File: config.mk
export PLATFORM = sky130hd
export DESIGN_NAME = conv_sequencer
export DESIGN_NICKNAME = d
export VERILOG_FILES = /design/src/rtl/conv_sequencer.sv
export SDC_FILE = /design/constraint.sdc
export NUM_CORES = 1
export LEC_CHECK = 0
export ABC_AREA = 1
export CELL_PAD_IN_SITES_DETAIL_PLACEMENT = 0
export CELL_PAD_IN_SITES_GLOBAL_PLACEMENT = 1
export CORE_UTILIZATION = 25
export CTS_CLUSTER_DIAMETER = 60
export DETAILED_ROUTE_END_ITERATION = 16
export DONT_BUFFER_PORTS = 1
export PLACE_DENSITY = 0.56
export SLEW_MARGIN = 20
export SYNTH_ARGS = -nofsm -noshare
export SYNTH_HDL_FRONTEND = slang
export SYNTH_SLANG_ARGS = --single-unit
File: constraint.sdc
create_clock -name clk -period 1.8 [get_ports clk]
set_input_delay 0.36 -clock clk [delete_from_list [all_inputs] [get_ports clk]]
set_output_delay 0.36 -clock clk [all_outputs]
set_load 0.01 [all_outputs]
File: src/rtl/conv_sequencer.sv
// Address and control sequencer that walks one computeUnit MAC through a
// KxK valid convolution, tagging each finished window sum with its pixel index.
module conv_sequencer #(
  parameter int IMG_W   = 28,
  parameter int IMG_H   = 28,
  parameter int K       = 5,
  parameter int IADDR_W = 10,
  parameter int WADDR_W = 5,
  parameter int OADDR_W = 10
) (
  input  logic               clk,
  input  logic               rst_n,
  input  logic               start_i,
  input  logic               mode_i,
  output logic               busy_o,
  output logic               done_o,
  output logic               img_rd_o,
  output logic [IADDR_W-1:0] img_addr_o,
  output logic [WADDR_W-1:0] wt_addr_o,
  output logic               state_c1_o,
  output logic               conv_start_o,
  output logic               compute_clear_o,
  output logic               res_valid_o,
  output logic [OADDR_W-1:0] res_addr_o
);

  localparam int OW   = IMG_W - K + 1;
  localparam int OH   = IMG_H - K + 1;
  localparam int KC_W = $clog2(K);
  localparam int OX_W = (OW > 1) ? $clog2(OW) : 1;
  localparam int OY_W = (OH > 1) ? $clog2(OH) : 1;

  localparam logic [KC_W-1:0]    K_LAST  = KC_W'(K - 1);
  localparam logic [OX_W-1:0]    OX_LAST = OX_W'(OW - 1);
  localparam logic [OY_W-1:0]    OY_LAST = OY_W'(OH - 1);
  localparam logic [IADDR_W-1:0] KY_STEP = IADDR_W'(IMG_W - K + 1);
  localparam logic [IADDR_W-1:0] OY_STEP = IADDR_W'(K);
  localparam logic [1:0]         FL_EMIT = 2'd1;
  localparam logic [1:0]         FL_DONE = 2'd2;

  typedef enum logic [2:0] {
    S_IDLE  = 3'd0,
    S_PRIME = 3'd1,
    S_RUN   = 3'd2,
    S_FLUSH = 3'd3,
    S_DONE  = 3'd4
  } state_t;

  state_t state_r, state_s;

  logic [KC_W-1:0]    kx_r, ky_r;
  logic [OX_W-1:0]    ox_r;
  logic [OY_W-1:0]    oy_r;
  logic [IADDR_W-1:0] win_base_r, tap_off_r;
  logic [WADDR_W-1:0] wt_cnt_r;
  logic [1:0]         fcnt_r;
  logic               last_r;
  logic               tap_clr_r, tap_res_r, clr_d1_r, res_d1_r;

  logic accept_s, issue_s, win_end_s, layer_end_s, flush_emit_s;
  logic tap_clr_s, tap_res_s;
  logic busy_s, done_s, img_rd_s, state_c1_s, conv_start_s;
  logic compute_clear_s, res_valid_s;
  logic [IADDR_W-1:0] img_addr_s;
  logic [WADDR_W-1:0] wt_addr_s;
  logic [OADDR_W-1:0] res_addr_s;

  assign accept_s     = (state_r == S_IDLE) && start_i;
  assign issue_s      = (state_r == S_PRIME) || ((state_r == S_RUN) && !last_r);
  assign win_end_s    = (kx_r == K_LAST) && (ky_r == K_LAST);
  assign layer_end_s  = win_end_s && (ox_r == OX_LAST) && (oy_r == OY_LAST);
  assign flush_emit_s = (state_r == S_FLUSH) && (fcnt_r == FL_EMIT);
  // First tap of each window reloads the accumulator; only later windows report a sum.
  assign tap_clr_s    = issue_s && (kx_r == {KC_W{1'b0}}) && (ky_r == {KC_W{1'b0}});
  assign tap_res_s    = tap_clr_s && !((ox_r == {OX_W{1'b0}}) && (oy_r == {OY_W{1'b0}}));

  // State register.
  always_ff @(posedge clk or negedge rst_n) begin
    if (!rst_n) begin
      state_r <= S_IDLE;
    end else begin
      state_r <= state_s;
    end
  end

  // Next-state logic.
  always_comb begin
    state_s = state_r;
    case (state_r)
      S_IDLE:  if (start_i) state_s = S_PRIME; else state_s = S_IDLE;
      S_PRIME: state_s = S_RUN;
      S_RUN:   if (last_r) state_s = S_FLUSH; else state_s = S_RUN;
      S_FLUSH: if (fcnt_r == FL_DONE) state_s = S_DONE; else state_s = S_FLUSH;
      S_DONE:  state_s = S_IDLE;
      default: state_s = S_IDLE;
    endcase
  end

  // Next values of the registered outputs.
  always_comb begin
    busy_s       = busy_o;
    conv_start_s = conv_start_o;
    done_s       = 1'b0;
    state_c1_s   = state_c1_o;
    case (state_r)
      S_IDLE: begin
        if (start_i) begin
          busy_s       = 1'b1;
          conv_start_s = 1'b1;
          state_c1_s   = mode_i;
        end else begin
          busy_s       = 1'b0;
          conv_start_s = 1'b0;
        end
      end
      S_FLUSH: begin
        if (fcnt_r == FL_DONE) begin
          busy_s       = 1'b0;
          conv_start_s = 1'b0;
          done_s       = 1'b1;
        end else begin
          busy_s       = 1'b1;
          conv_start_s = 1'b1;
        end
      end
      default: begin
        busy_s       = busy_o;
        conv_start_s = conv_start_o;
      end
    endcase

    img_rd_s = issue_s;
    if (issue_s) begin
      img_addr_s = win_base_r + tap_off_r;
      wt_addr_s  = wt_cnt_r;
    end else begin
      img_addr_s = img_addr_o;
      wt_addr_s  = wt_addr_o;
    end

    compute_clear_s = clr_d1_r | flush_emit_s;
    res_valid_s     = res_d1_r | flush_emit_s;

    if (accept_s) begin
      res_addr_s = {OADDR_W{1'b0}};
    end else if (res_valid_o) begin
      res_addr_s = res_addr_o + OADDR_W'(1);
    end else begin
      res_addr_s = res_addr_o;
    end
  end

  // Output registers.
  always_ff @(posedge clk or negedge rst_n) begin
    if (!rst_n) begin
      busy_o          <= 1'b0;
      done_o          <= 1'b0;
      img_rd_o        <= 1'b0;
      img_addr_o      <= {IADDR_W{1'b0}};
      wt_addr_o       <= {WADDR_W{1'b0}};
      state_c1_o      <= 1'b0;
      conv_start_o    <= 1'b0;
      compute_clear_o <= 1'b0;
      res_valid_o     <= 1'b0;
      res_addr_o      <= {OADDR_W{1'b0}};
    end else begin
      busy_o          <= busy_s;
      done_o          <= done_s;
      img_rd_o        <= img_rd_s;
      img_addr_o      <= img_addr_s;
      wt_addr_o       <= wt_addr_s;
      state_c1_o      <= state_c1_s;
      conv_start_o    <= conv_start_s;
      compute_clear_o <= compute_clear_s;
      res_valid_o     <= res_valid_s;
      res_addr_o      <= res_addr_s;
    end
  end

  // Tap walker with running bases, flush timer and the two-stage clear/valid delay
  // that lines the flags up with the product leaving the multiplier register.
  always_ff @(posedge clk or negedge rst_n) begin
    if (!rst_n) begin
      kx_r       <= {KC_W{1'b0}};
      ky_r       <= {KC_W{1'b0}};
      ox_r       <= {OX_W{1'b0}};
      oy_r       <= {OY_W{1'b0}};
      win_base_r <= {IADDR_W{1'b0}};
      tap_off_r  <= {IADDR_W{1'b0}};
      wt_cnt_r   <= {WADDR_W{1'b0}};
      last_r     <= 1'b0;
      fcnt_r     <= 2'd0;
      tap_clr_r  <= 1'b0;
      tap_res_r  <= 1'b0;
      clr_d1_r   <= 1'b0;
      res_d1_r   <= 1'b0;
    end else begin
      if (accept_s) begin
        kx_r       <= {KC_W{1'b0}};
        ky_r       <= {KC_W{1'b0}};
        ox_r       <= {OX_W{1'b0}};
        oy_r       <= {OY_W{1'b0}};
        win_base_r <= {IADDR_W{1'b0}};
        tap_off_r  <= {IADDR_W{1'b0}};
        wt_cnt_r   <= {WADDR_W{1'b0}};
        last_r     <= 1'b0;
      end else if (issue_s) begin
        if (layer_end_s) begin
          last_r <= 1'b1;
        end
        if (win_end_s) begin
          kx_r      <= {KC_W{1'b0}};
          ky_r      <= {KC_W{1'b0}};
          tap_off_r <= {IADDR_W{1'b0}};
          wt_cnt_r  <= {WADDR_W{1'b0}};
          if (ox_r == OX_LAST) begin
            ox_r       <= {OX_W{1'b0}};
            oy_r       <= oy_r + OY_W'(1);
            win_base_r <= win_base_r + OY_STEP;
          end else begin
            ox_r       <= ox_r + OX_W'(1);
            win_base_r <= win_base_r + IADDR_W'(1);
          end
        end else if (kx_r == K_LAST) begin
          kx_r      <= {KC_W{1'b0}};
          ky_r      <= ky_r + KC_W'(1);
          tap_off_r <= tap_off_r + KY_STEP;
          wt_cnt_r  <= wt_cnt_r + WADDR_W'(1);
        end else begin
          kx_r      <= kx_r + KC_W'(1);
          tap_off_r <= tap_off_r + IADDR_W'(1);
          wt_cnt_r  <= wt_cnt_r + WADDR_W'(1);
        end
      end

      if (state_r == S_FLUSH) begin
        fcnt_r <= fcnt_r + 2'd1;
      end else begin
        fcnt_r <= 2'd0;
      end

      tap_clr_r <= tap_clr_s;
      tap_res_r <= tap_res_s;
      clr_d1_r  <= tap_clr_r;
      res_d1_r  <= tap_res_r;
    end
  end

endmodule

==> impl_results.html <==
<table>
<tr><th>Metric</th><th>Value</th></tr>
<tr><th colspan="2">Critical path</th></tr>
<tr><td>Crit path kind</td><td>flop to flop</td></tr>
<tr><td>Endpoint kind of the worst setup timing path</td><td>flop</td></tr>
<tr><td>Crit path arrival time</td><td>about 2.0 ns</td></tr>
<tr><td>Worst endpoint required time</td><td>2.02 ns</td></tr>
<tr><td>Startpoint types</td><td>flop</td></tr>
<tr><td>Crit Path Max Fanout</td><td>5</td></tr>
<tr><th colspan="2">Timing</th></tr>
<tr><td>Endpoints failing setup</td><td>0</td></tr>
<tr><td>Worst slew margin relative to its limit</td><td>73.2%</td></tr>
<tr><td>RSZ-0062 raised after global routing</td><td>true</td></tr>
<tr><td>Min setup slack post-route</td><td>0.0234 ns</td></tr>
<tr><td>Least-Margin Pin Slew</td><td>0.397 ns</td></tr>
<tr><td>Final critical-path required period</td><td>~1.8 ns</td></tr>
<tr><td>Worst hold-check slack</td><td>-0.280 ns</td></tr>
<tr><td>Achievable clock frequency</td><td>between 500 and 600 MHz</td></tr>
<tr><td>Final hold viol count</td><td>81</td></tr>
<tr><td>Final TNS setup</td><td>0 ns</td></tr>
<tr><td>Number of max-slew violations in the final report</td><td>0</td></tr>
<tr><td>Period Utilization, post-route</td><td>98.7%</td></tr>
<tr><td>Worst clock skew</td><td>just over 0.007 ns</td></tr>
<tr><th colspan="2">Logic synthesis</th></tr>
<tr><td>Top cell type by total area after synthesis</td><td>sky130_fd_sc_hd__dfrtp_1</td></tr>
<tr><td>Yosys reg bits</td><td>81</td></tr>
<tr><td>Flip-flop cell with the highest count after synthesis</td><td>sky130_fd_sc_hd__dfrtp_1</td></tr>
<tr><td>Area share of the largest cell type after synthesis</td><td>45.6%</td></tr>
<tr><td>Top post-synthesis cells by area</td><td>sky130_fd_sc_hd__dfrtp_1 (46%), sky130_fd_sc_hd__nand2_1 (12%), sky130_fd_sc_hd__ha_1 (7.3%)</td></tr>
<tr><td>Number of unique standard cell types used by synthesis</td><td>37</td></tr>
<tr><td>Synthesized area divided by synthesized cell count</td><td>8.11 µm²</td></tr>
<tr><td>Post-synthesis async set-or-reset flop share</td><td>100%</td></tr>
<tr><td>Syn_nets</td><td>just under 600</td></tr>
<tr><td>Synthesized instance count</td><td>548</td></tr>
<tr><td>Share of the yosys chip area belonging to registers</td><td>45.6%</td></tr>
<tr><td>Count of flip-flops with a built-in enable after synthesis</td><td>0</td></tr>
<tr><td>Post-synthesis cell area</td><td>4440 µm²</td></tr>
<tr><td>Syn. warnings</td><td>0</td></tr>
<tr><th colspan="2">GRT</th></tr>
<tr><td>Total GRT Usage</td><td>around an eighth</td></tr>
<tr><td>Number of antenna violations at the first check in global routing</td><td>0</td></tr>
<tr><td>Wire length of the first global-routing pass</td><td>17500 µm</td></tr>
<tr><td>Via count of the first global-routing pass</td><td>3537</td></tr>
<tr><td>Aggregate global routing overflow</td><td>0</td></tr>
<tr><td>Maximum number of pins on one net before global-route repair</td><td>between 80 and 90</td></tr>
<tr><th colspan="2">Layout</th></tr>
<tr><td>Layout cells sized above 1</td><td>about 14%</td></tr>
<tr><td>Ant. Diodes</td><td>0</td></tr>
<tr><td>Post-Layout Cell Count</td><td>802</td></tr>
<tr><td>Commonest cells after routing, fill and taps aside</td><td>sky130_fd_sc_hd__nand2_1 (137), sky130_fd_sc_hd__dfrtp_1 (81), sky130_fd_sc_hd__inv_1 (64)</td></tr>
<tr><td>Number of nets at the end of the flow</td><td>605</td></tr>
<tr><td>Synth-to-Final Area Change</td><td>17.1%</td></tr>
<tr><td>Final instance area</td><td>5210 µm²</td></tr>
<tr><td>Final standard cell utilization of the core</td><td>~30%</td></tr>
<tr><td>Most frequent standard cell in the layout excluding fill and tap cells</td><td>sky130_fd_sc_hd__nand2_1</td></tr>
<tr><th colspan="2">Floorplan</th></tr>
<tr><td>Effective utilization at floorplan</td><td>25.6%</td></tr>
<tr><td>Vertical extent of the die</td><td>135 µm</td></tr>
<tr><td>Num ports</td><td>36</td></tr>
<tr><td>Num rows</td><td>48</td></tr>
<tr><td>Area of the placeable core</td><td>17400 µm²</td></tr>
<tr><td>Die Footprint</td><td>18300 µm²</td></tr>
<tr><td>Die X</td><td>approximately 140 µm</td></tr>
<tr><th colspan="2">Place</th></tr>
<tr><td>GP Congestion</td><td>0.791</td></tr>
<tr><td>Detailed-placement wirelength estimate</td><td>7640 µm</td></tr>
<tr><td>Placed cell area</td><td>4860 µm²</td></tr>
<tr><td>Placement Setup Slack</td><td>-0.0620 ns</td></tr>
<tr><td>Number of placed instances with taps included</td><td>787</td></tr>
<tr><td>Port Buffer Count</td><td>0</td></tr>
<tr><th colspan="2">Clock tree</th></tr>
<tr><td>Clk sinks</td><td>81</td></tr>
<tr><td>CTS H-tree depth</td><td>3</td></tr>
<tr><td>Clk slew on worst S/H paths</td><td>0.06 ns</td></tr>
<tr><td>Post-CTS repair timing setup buffer count</td><td>0</td></tr>
<tr><td>Clock latency on the worst-skew pair</td><td>0.33 ns</td></tr>
<tr><td>Cts bufs inserted</td><td>9</td></tr>
<tr><td>CTS Root Cell</td><td>sky130_fd_sc_hd__clkbuf_16</td></tr>
<tr><td>TritonCTS clock tree</td><td>done</td></tr>
<tr><td>Buffer depth of the longest clock path</td><td>2</td></tr>
<tr><th colspan="2">Routing</th></tr>
<tr><td>DR pass1 iterations</td><td>7</td></tr>
<tr><td>Total DRC errors in the routed layout</td><td>0</td></tr>
<tr><td>Average detailed-routed wire length per instance</td><td>12.9 µm</td></tr>
<tr><td>Via count</td><td>3537</td></tr>
<tr><td>Post-route antenna net violation count</td><td>0</td></tr>
<tr><td>Detailed Route Iter0 Violations</td><td>184</td></tr>
<tr><td>Number of vias per cell after detailed routing</td><td>4.41</td></tr>
<tr><td>Routed wire length</td><td>10300 µm</td></tr>
<tr><th colspan="2">Run</th></tr>
<tr><td>Max-capacitance violation count</td><td>0</td></tr>
<tr><th colspan="2">Power and ir drop</th></tr>
<tr><td>Power per cell area</td><td>1480 nW/µm²</td></tr>
<tr><td>Power Total</td><td>about 7.7 mW</td></tr>
<tr><td>Standby leakage power</td><td>2.58 nW</td></tr>
<tr><td>Maximum vdd ir drop</td><td>about 0.41 mV</td></tr>
<tr><th colspan="2">Status</th></tr>
<tr><td>Status</td><td>complete, but fails checks</td></tr>
<tr><td>Violated checks</td><td>hold timing</td></tr>
<tr><th colspan="2">Worst hold path</th></tr>
<tr><td>Class of the tightest hold or removal check</td><td>input pin to async pin</td></tr>
</table>
## worst max-delay path: stages, from the launching register on
cell and delay (ns):
sky130_fd_sc_hd__dfrtp_1 0.38, sky130_fd_sc_hd__ha_2 0.19, sky130_fd_sc_hd__nand2_2 0.06, sky130_fd_sc_hd__inv_1 0.04, sky130_fd_sc_hd__nand3_2 0.06, sky130_fd_sc_hd__inv_2 0.05
sky130_fd_sc_hd__ha_4 0.27, sky130_fd_sc_hd__nand2_2 0.05, sky130_fd_sc_hd__o21ai_4 0.17, sky130_fd_sc_hd__nand2_1 0.11, sky130_fd_sc_hd__nor2_1 0.11, sky130_fd_sc_hd__nand2_1 0.06
sky130_fd_sc_hd__nand2_1 0.06, sky130_fd_sc_hd__nor2_1 0.03
## power breakdown
part	leakage, nW	internal, mW	switching (mW)
clock network	0.144	1.09	0.707
registers	1.07	2.37	0.577
logic	1.37	1.09	1.85
## final timing paths
check / slack, ns / depth (start not counted) / end / start
max in group asynchronous: 1.86 / 0 / win_base_r[1] / rst_n
min reg2reg: 0.35 / 0 / res_d1_r / tap_res_r
max: 0.02 / 13 / win_base_r[7] / ox_r[0]
max reg2reg: 0.02 / 13 / win_base_r[7] / ox_r[0]
min: -0.28 / 0 / img_addr_o[7] / rst_n
min in group clk: 0.14 / 2 / state_c1_o / mode_i
## per-layer routing
metal / track usage [%] / wire length [µm] / share of wire [%] / up-vias
li1: - / - / - / 1830
met1: 15.6 / 4900 / 47 / 1668
met2: 20.8 / 5090 / 49 / 30
met3: 1.87 / 192 / 1.9 / 9
met4: 3.93 / 142 / 1.4 / 0
met5: 0 / 0 / 0 / -
## synth_stat cells (5+ instances only)
cell type	instances
sky130_fd_sc_hd__dfrtp_1	81
sky130_fd_sc_hd__inv_2	5
sky130_fd_sc_hd__nand2_1	141
sky130_fd_sc_hd__o21ai_0	34
sky130_fd_sc_hd__a21oi_1	22
sky130_fd_sc_hd__buf_2	7
sky130_fd_sc_hd__ha_1	26
sky130_fd_sc_hd__o21ai_1	9
sky130_fd_sc_hd__inv_1	66
sky130_fd_sc_hd__nand3_1	47
sky130_fd_sc_hd__nor2_1	44
sky130_fd_sc_hd__nand4_1	12
## registers in the layout, indices dropped and copies added, names as in the netlist, 2 cells and up
| signal | count |
|---|---|
| img_addr_o | 10 |
| ky_r | 3 |
| wt_addr_o | 5 |
| state_r | 2 |
| fcnt_r | 2 |
| win_base_r | 10 |
| wt_cnt_r | 5 |
| ox_r | 5 |
| res_addr_o | 10 |
| tap_off_r | 10 |
| oy_r | 5 |
| kx_r | 3 |
## kinds of logic (layout without fill, tap and decap cells)
kind of cell,after synthesis,count (layout),share of synthesized area [%]
buffers and inverters,82,110,7.63
and+or+nand+nor,269,270,27.3
AOI/OAI and AO/OA,81,81,10.1
DFF,81,81,45.6
adders and majority gates,27,27,7.77
xor gates and xnor gates,8,8,1.58
## final cells by class
type / count / area (µm²)
fill: 1808 / 12200
multi-input combinational: 386 / 2160
sequential: 81 / 2030
tap: 225 / 282
inverter: 71 / 267
clock buffer: 10 / 239
timing repair buffer: 25 / 188
clock inverter: 4 / 45.0
## timing repair
action	4_1_cts	5_1_grt
gates cloned	0	1
pin swaps	2	4
setup endpoints to repair	5	21
hold endpoints to repair	81	81
gates resized for setup	5	11
Note: power is estimated with default switching activity, not from simulation.
